--- src/rtl/button_event_queue.sv ---
// Debounced active-low pushbutton: each accepted press pushes the current
// seconds timestamp into a small FIFO, with a sticky overflow flag.
module button_event_queue #(
    parameter int DEBOUNCE_CYCLES = 250000,
    parameter int DEPTH = 4
) (
    input  logic                    clk,
    input  logic                    rst_n,
    input  logic                    pushbutton,
    input  logic [15:0]             time_in,
    input  logic                    event_ack,
    input  logic                    clr_ovf,
    output logic                    event_ready,
    output logic [15:0]             event_time,
    output logic [$clog2(DEPTH):0]  event_count,
    output logic                    overflow
);
    localparam int AW = $clog2(DEPTH);
    localparam int NW = AW + 1;
    localparam int CW = 20;
    localparam logic [CW-1:0] LIMIT = CW'(DEBOUNCE_CYCLES - 1);
    localparam logic [NW-1:0] FULL = NW'(DEPTH);

    logic          sync_1;
    logic          sync_2;
    logic          stable;
    logic [CW-1:0] cnt;
    logic          press;

    logic [15:0]   mem [DEPTH];
    logic [AW-1:0] rd_ptr;
    logic [AW-1:0] wr_ptr;
    logic [NW-1:0] count;
    logic          full;
    logic          empty;
    logic          pop;
    logic          push;
    logic          ovf_set;

    always_ff @(posedge clk or negedge rst_n) begin
        if (!rst_n) begin
            sync_1 <= 1'b1;
            sync_2 <= 1'b1;
        end else begin
            sync_1 <= pushbutton;
            sync_2 <= sync_1;
        end
    end

    // A press is the debounced level completing its 1->0 transition.
    assign press = (sync_2 != stable) && (cnt == LIMIT) && !sync_2;

    always_ff @(posedge clk or negedge rst_n) begin
        if (!rst_n) begin
            stable <= 1'b1;
            cnt    <= '0;
        end else if (sync_2 == stable) begin
            cnt <= '0;
        end else if (cnt == LIMIT) begin
            stable <= sync_2;
            cnt    <= '0;
        end else begin
            cnt <= cnt + CW'(1);
        end
    end

    assign full    = (count == FULL);
    assign empty   = (count == '0);
    assign pop     = event_ack && !empty;
    // Popping a full FIFO frees the slot the new press lands in.
    assign push    = press && (!full || pop);
    assign ovf_set = press && full && !pop;

    always_ff @(posedge clk) begin
        if (push) begin
            mem[wr_ptr] <= time_in;
        end
    end

    always_ff @(posedge clk or negedge rst_n) begin
        if (!rst_n) begin
            rd_ptr <= '0;
            wr_ptr <= '0;
            count  <= '0;
        end else begin
            if (pop) begin
                rd_ptr <= rd_ptr + AW'(1);
            end
            if (push) begin
                wr_ptr <= wr_ptr + AW'(1);
            end
            if (push && !pop) begin
                count <= count + NW'(1);
            end else if (pop && !push) begin
                count <= count - NW'(1);
            end
        end
    end

    always_ff @(posedge clk or negedge rst_n) begin
        if (!rst_n) begin
            overflow <= 1'b0;
        end else if (ovf_set) begin
            overflow <= 1'b1;
        end else if (clr_ovf) begin
            overflow <= 1'b0;
        end
    end

    assign event_ready = !empty;
    assign event_time  = empty ? 16'h0000 : mem[rd_ptr];
    assign event_count = count;

endmodule

--- config.mk ---
export PLATFORM = sky130hd
export DESIGN_NAME = button_event_queue
export DESIGN_NICKNAME = d
export VERILOG_FILES = /design/src/rtl/button_event_queue.sv
export SDC_FILE = /design/constraint.sdc
export NUM_CORES = 1
export LEC_CHECK = 0
export ABC_AREA = 0
export BUFFER_PORTS_ARGS = -buffer_cell sky130_fd_sc_hd__buf_4
export CAP_MARGIN = 20
export CORE_MARGIN = 2
export CORE_UTILIZATION = 50
export CTS_CLUSTER_DIAMETER = 150
export DETAILED_ROUTE_END_ITERATION = 10
export GPL_TIMING_DRIVEN = 0
export PLACE_DENSITY = 0.84
export SLEW_MARGIN = 20
export SYNTH_ARGS = -nofsm -noshare
export SYNTH_HDL_FRONTEND = slang
export SYNTH_SLANG_ARGS = --single-unit
--- constraint.sdc ---
create_clock -name clk -period 2.5 [get_ports clk]
set_clock_uncertainty 0.05 [all_clocks]
set_input_delay 0.625 -clock clk [delete_from_list [all_inputs] [get_ports clk]]
set_output_delay 0.625 -clock clk [all_outputs]
set_load 0.05 [all_outputs]
* Word level (Yosys, flattened, before mapping)
Memories as Yosys holds them, arrays and structs flattened. Cells that the tools add are included.
Storage, ports and cells: register bits after elaboration 31, bits in latches 0, bits in writable memories 64, bits in read-only memories 0, input bits 21, memories 1
Memories:
- mem | depth 4, bits a word 16, rd ports 1, clocked after memory_dff 0, write ports 1, line 30 | logic [15:0] mem [DEPTH];
Operators by class: $add $sub $neg 5, $mul 0, div/mod/pow operators 0, magnitude comparators 0, equality and inequality tests 4, shifts and indexed selects 0, mux-type cells 9, bitwise operators 1, reductions and logical operators 18
Operators with widths (number):
- two-way mux 20 bit | 2
- adder 20 x 1 -> 20 bit, second input constant | 1
- == test 20 x 18 -> 1 bit, second input constant | 1
- two-way mux 16 bit | 1
- logical AND 1 bit | 8
- two-way mux 3 bit | 2
- zero test 1 bit | 5
- adder 2 x 1 -> 2 bit, second input constant | 2
- two-way mux 1 bit | 4
- nonzero test 2 bit | 2
- adder 3 x 1 -> 3 bit, second input constant | 1
- == test 3 bit, second input constant | 1
- zero test 3 bit | 1
- subtractor 3 x 1 -> 3 bit, second input constant | 1
- AND reduction 2 bit | 1
- == test 1 bit | 1
- logical OR 1 bit | 1
- inequality test 1 bit | 1
- inverter 1 bit | 1

* Longest topological paths before layout
word-level depth 9, gate-level depth with buffers 11

* Least setup slack after synthesis
OpenSTA, ideal clock, no wires.
path kind register -> output, from register count[0], in the netlist event_count[0], to output port event_time[10], arrival 2193 ps, path slack -368 ps, stages on the path, launching flop included 5, buffers on the path 2, path through dfrtp_1 or3_1 clkbuf_1 clkbuf_1 and2_1
On the way: longest elaborated chain between the ends 2
Ends and longest elaborated chain:
- start: declaration | line 33 | logic [NW-1:0] count;
- start signal: assignment | line 93 | count <= count + NW'(1);
- start signal: assignment | line 95 | count <= count - NW'(1);
- zero test 3 bit | line 68 | assign empty = (count == '0);
- two-way mux 16 bit | line 111 | assign event_time = empty ? 16'h0000 : mem[rd_ptr];
- end: declaration | line 14 | output logic [15:0] event_time,
Every way passes these cells.

* Final worst setup path
from register rd_ptr[0], to output port event_time[15]
On the way: longest elaborated chain between the ends 2
Ends and longest elaborated chain:
- start: declaration | line 31 | logic [AW-1:0] rd_ptr;
- start signal: assignment | line 87 | rd_ptr <= rd_ptr + AW'(1);
- memory (4 x 16 bit)
- two-way mux 16 bit | line 111
Every way passes these cells.

==> run metrics <==
number of antenna violations at the first check in global routing 0; sw frac 36.2%; Max IR drop VDD between 700 and 800 uV; Post-Syn Area per Cell approximately 16 sq um; EDFF count, synth between 60 and 70; hold-fix buffers at CTS 0; crit path capture type output port; crit-path max FO 3; drt total wl 7560 um; switching power 1910 uW; Worst Hold Slack 131 ps; Die Y roughly 93 um; Clock Tree Buf Depth 2; Rel. slew slack just over 60%; pwr dens around 1000 nW/um^2; met2 Track Usage GR around a third; ant diodes 0; Initial DRT Pass Iterations 4; initial core utilization between 50 and 60%; met3 usage under 10%; Worst path top cell family by delay buffers and inverters; Die Wd about 93 um; register area around 2700 sq um; final count of hold timing violations 0; Netlist cell types 35; static leakage power around 0.0019 uW; crit-path cells clkbuf_16, buf_12, buf_4, mux4_2, and2_4, buf_8; post-DP HPWL 4530 um; CTS tree built; Fillers approximately 530; Seq/Total Area, Yosys about two thirds; H-Tree Depth 3; failing checks negative setup slack; busiest grt layer met2; critical path class reg -> out; Critical Path RT about 1800 ps; Syn Nets approximately 280; grt met1 use roughly 22%; area occupied by multi-input gates about 1300 sq um; CP Data Arrival Time ~1900 ps; Max stage delay cell, worst path mux4_2; total CTS buffers 9; Remaining DRCs 0; minimum clock period roughly 2600 ps; max incr delay on CP 490 ps; setup ws final -81.6 ps; routed length per instance 17.5 um; Int Pwr approximately 3400 uW; Skew-Pair Late Insertion Delay 360 ps; wire length of the first global-routing pass between 10000 and 15000 um; FF+latch count, synth between 90 and 100; Setup Viol. Count Final 9; ys async rst share between 30 and 40%; Core ar. around 7700 sq um; CTS sink cnt 95; reg-to-reg setup timing slack between 100 and 150 ps; share of post-route cells with drive strength above 1 42.6%; number of global-route vias before repair around 2.5k; Hold Crit Class in -> async; combinational share of power a little under half; Avg Vias per Cell between 5 and 6; starting DRC count in detailed routing ~110; Tightest Pin Transition 578 ps; Layout area overhead 27.3%; Routed Antenna Nets 0; fin nets around 350; power share of the clock group between 10% and 20%; Post-Syn Area ~4000 sq um; Global Route Usage Sum a little under a fifth; Most used DFF post-synth edfxtp_1; Fmax around 390 MHz; RSZ-0062 raised after global routing yes; CP Launch Type register; status finished, violations left; Setup TNS -540 ps; port bufs a little over 40; Vias between 2k and 2.5k; total grt overflow 0; Row Count 32; final max-slew violation count 0; Worst-path clk slew about 100 ps; Tcrit/Tclk final 103%; Ports 42; sequential share of power between 30 and 40%; Max Cap Viol 0; largest net degree at the start of global routing 32; Synth warnings 0; worst path bufs/invs 4; Die ar. 8680 sq um; clk root buf clkbuf_8; gpl congestion ~0.8; post-synthesis cell count roughly 250
-- flip-flops by register name, summed over array words and instances (netlist names) --
signal,cells
mem,64
sync_2,1
cnt,20
sync_1,1
rd_ptr,2
event_count,3
stable,1
wr_ptr,2
overflow,1
-- cells in the final DEF (no fill, tap or decap), types with 3 or more instances in the layout --
cell      synthesis  layout
a21oi_1           6       6
and2_2            0       4
and2_4            0      16
buf_12            0       4
buf_4             0      43
buf_8             0      16
clkbuf_1          7       3
clkbuf_8          0       9
dfrtp_1          28      25
dfrtp_2           0       3
dfstp_2           3       3
edfxtp_1         64      64
ha_1              6       4
inv_1             8       7
inv_8             0       3
mux4_2           16      16
nand2_1           8       8
nand3_1           7       7
nand4_1           3       3
nor2_1           19      19
nor2b_1           3       3
nor3_1            4       4
nor4_1            3       3
o21ai_0           3       3
o31ai_1           3       3
or4_1             3       3
xnor2_1          14      14
xor2_1            4       4
-- final cells by class --
| class | instances | area share (%) |
|---|---|---|
| plain buffers | 8 | 1.51 |
| clock buffers | 9 | 2.45 |
| clock inverters | 7 | 1.46 |
| inverters | 8 | 0.593 |
| multi-input cells | 140 | 25.7 |
| flip-flops and latches | 95 | 53.4 |
| well taps | 102 | 2.52 |
| repair buffers | 62 | 12.4 |
-- cell usage after synthesis, types with 3 or more instances --
master     n  area, sq um
edfxtp_1  64         1920
dfrtp_1   28          701
and2_1    20          125
nor2_1    19         71.3
mux4_2    16          360
xnor2_1   14          123
inv_1      8         30.0
nand2_1    8         30.0
clkbuf_1   7         26.3
nand3_1    7         35.0
a21oi_1    6         30.0
ha_1       6         75.1
nor3_1     4         20.0
xor2_1     4         35.0
and3_1     3         18.8
buf_2      3         15.0
dfstp_2    3         78.8
mux2_2     3         33.8
nand4_1    3         18.8
nor2b_1    3         18.8
nor4_1     3         18.8
o21ai_0    3         15.0
o31ai_1    3         22.5
or3_1      3         18.8
or4_1      3         22.5
-- final timing paths --
path	startpoint	to	cells after the start
setup / recovery	rd_ptr[0]	event_time[15]	6
hold / removal	rst_n	cnt[2]	1
setup reg to reg	cnt[13]	event_count[1]	8
hold reg to reg	sync_1	sync_2	0
max in group asynchronous	rst_n	stable	1
min in group clk	sync_1	sync_2	0
-- power by group through the flow --
stage / clock network [uW] / logic, uW / registers, uW
global route: 1060 / 2590 / 1820
CTS: 994 / 2390 / 1810
global placement: 0 / 1800 / 1810
detailed placement: 0 / 1830 / 1810
finish: 982 / 2490 / 1810
floorplan: 0 / 1260 / 1890
-- through the flow --
step	instances	worst slack, ps	power (uW)	utilization, %	cell area [sq um]
global route	431	-132	5470	65.5	5060
CTS	427	-108	5200	64.7	5000
floorplan	254	-20.2	3150	-	4010
global placement	397	-275	3610	57.5	4450
detailed placement	397	-326	3640	57.5	4450
finish	431	-81.6	5280	65.5	5060
-- kinds of logic (layout without fill, tap and decap cells) --
| logic type | after synthesis | count (layout) | share of synthesized area, % |
|---|---|---|---|
| and+or+nand+nor | 82 | 82 | 11.8 |
| DFF | 95 | 95 | 67.9 |
| adders and majority gates | 7 | 7 | 2.39 |
| AOI/OAI and AO/OA | 14 | 14 | 2.11 |
| xor gates and xnor gates | 18 | 18 | 3.96 |
| buffers and inverters | 19 | 94 | 1.89 |
| muxes | 19 | 19 | 9.91 |
-- layer usage --
metal | routed length (um) | share of wire (%) | vias up
met1 | 3030 | 40 | 1179
met5 | 0 | 0 | -
li1 | - | - | 1078
met3 | 400 | 5.3 | 9
met2 | 4020 | 53 | 76
met4 | 112 | 1.5 | 0
-- what timing repair did --
item | CTS | global route
hold endpoints to repair | 0 | 0
endpoints found under the setup margin | 83 | 42
gates resized for setup | 58 | 17
gates cloned | 1 | 0
buffers inserted | 15 | 6
pin swaps | 15 | 12
Power figures use the tool's default switching activity.
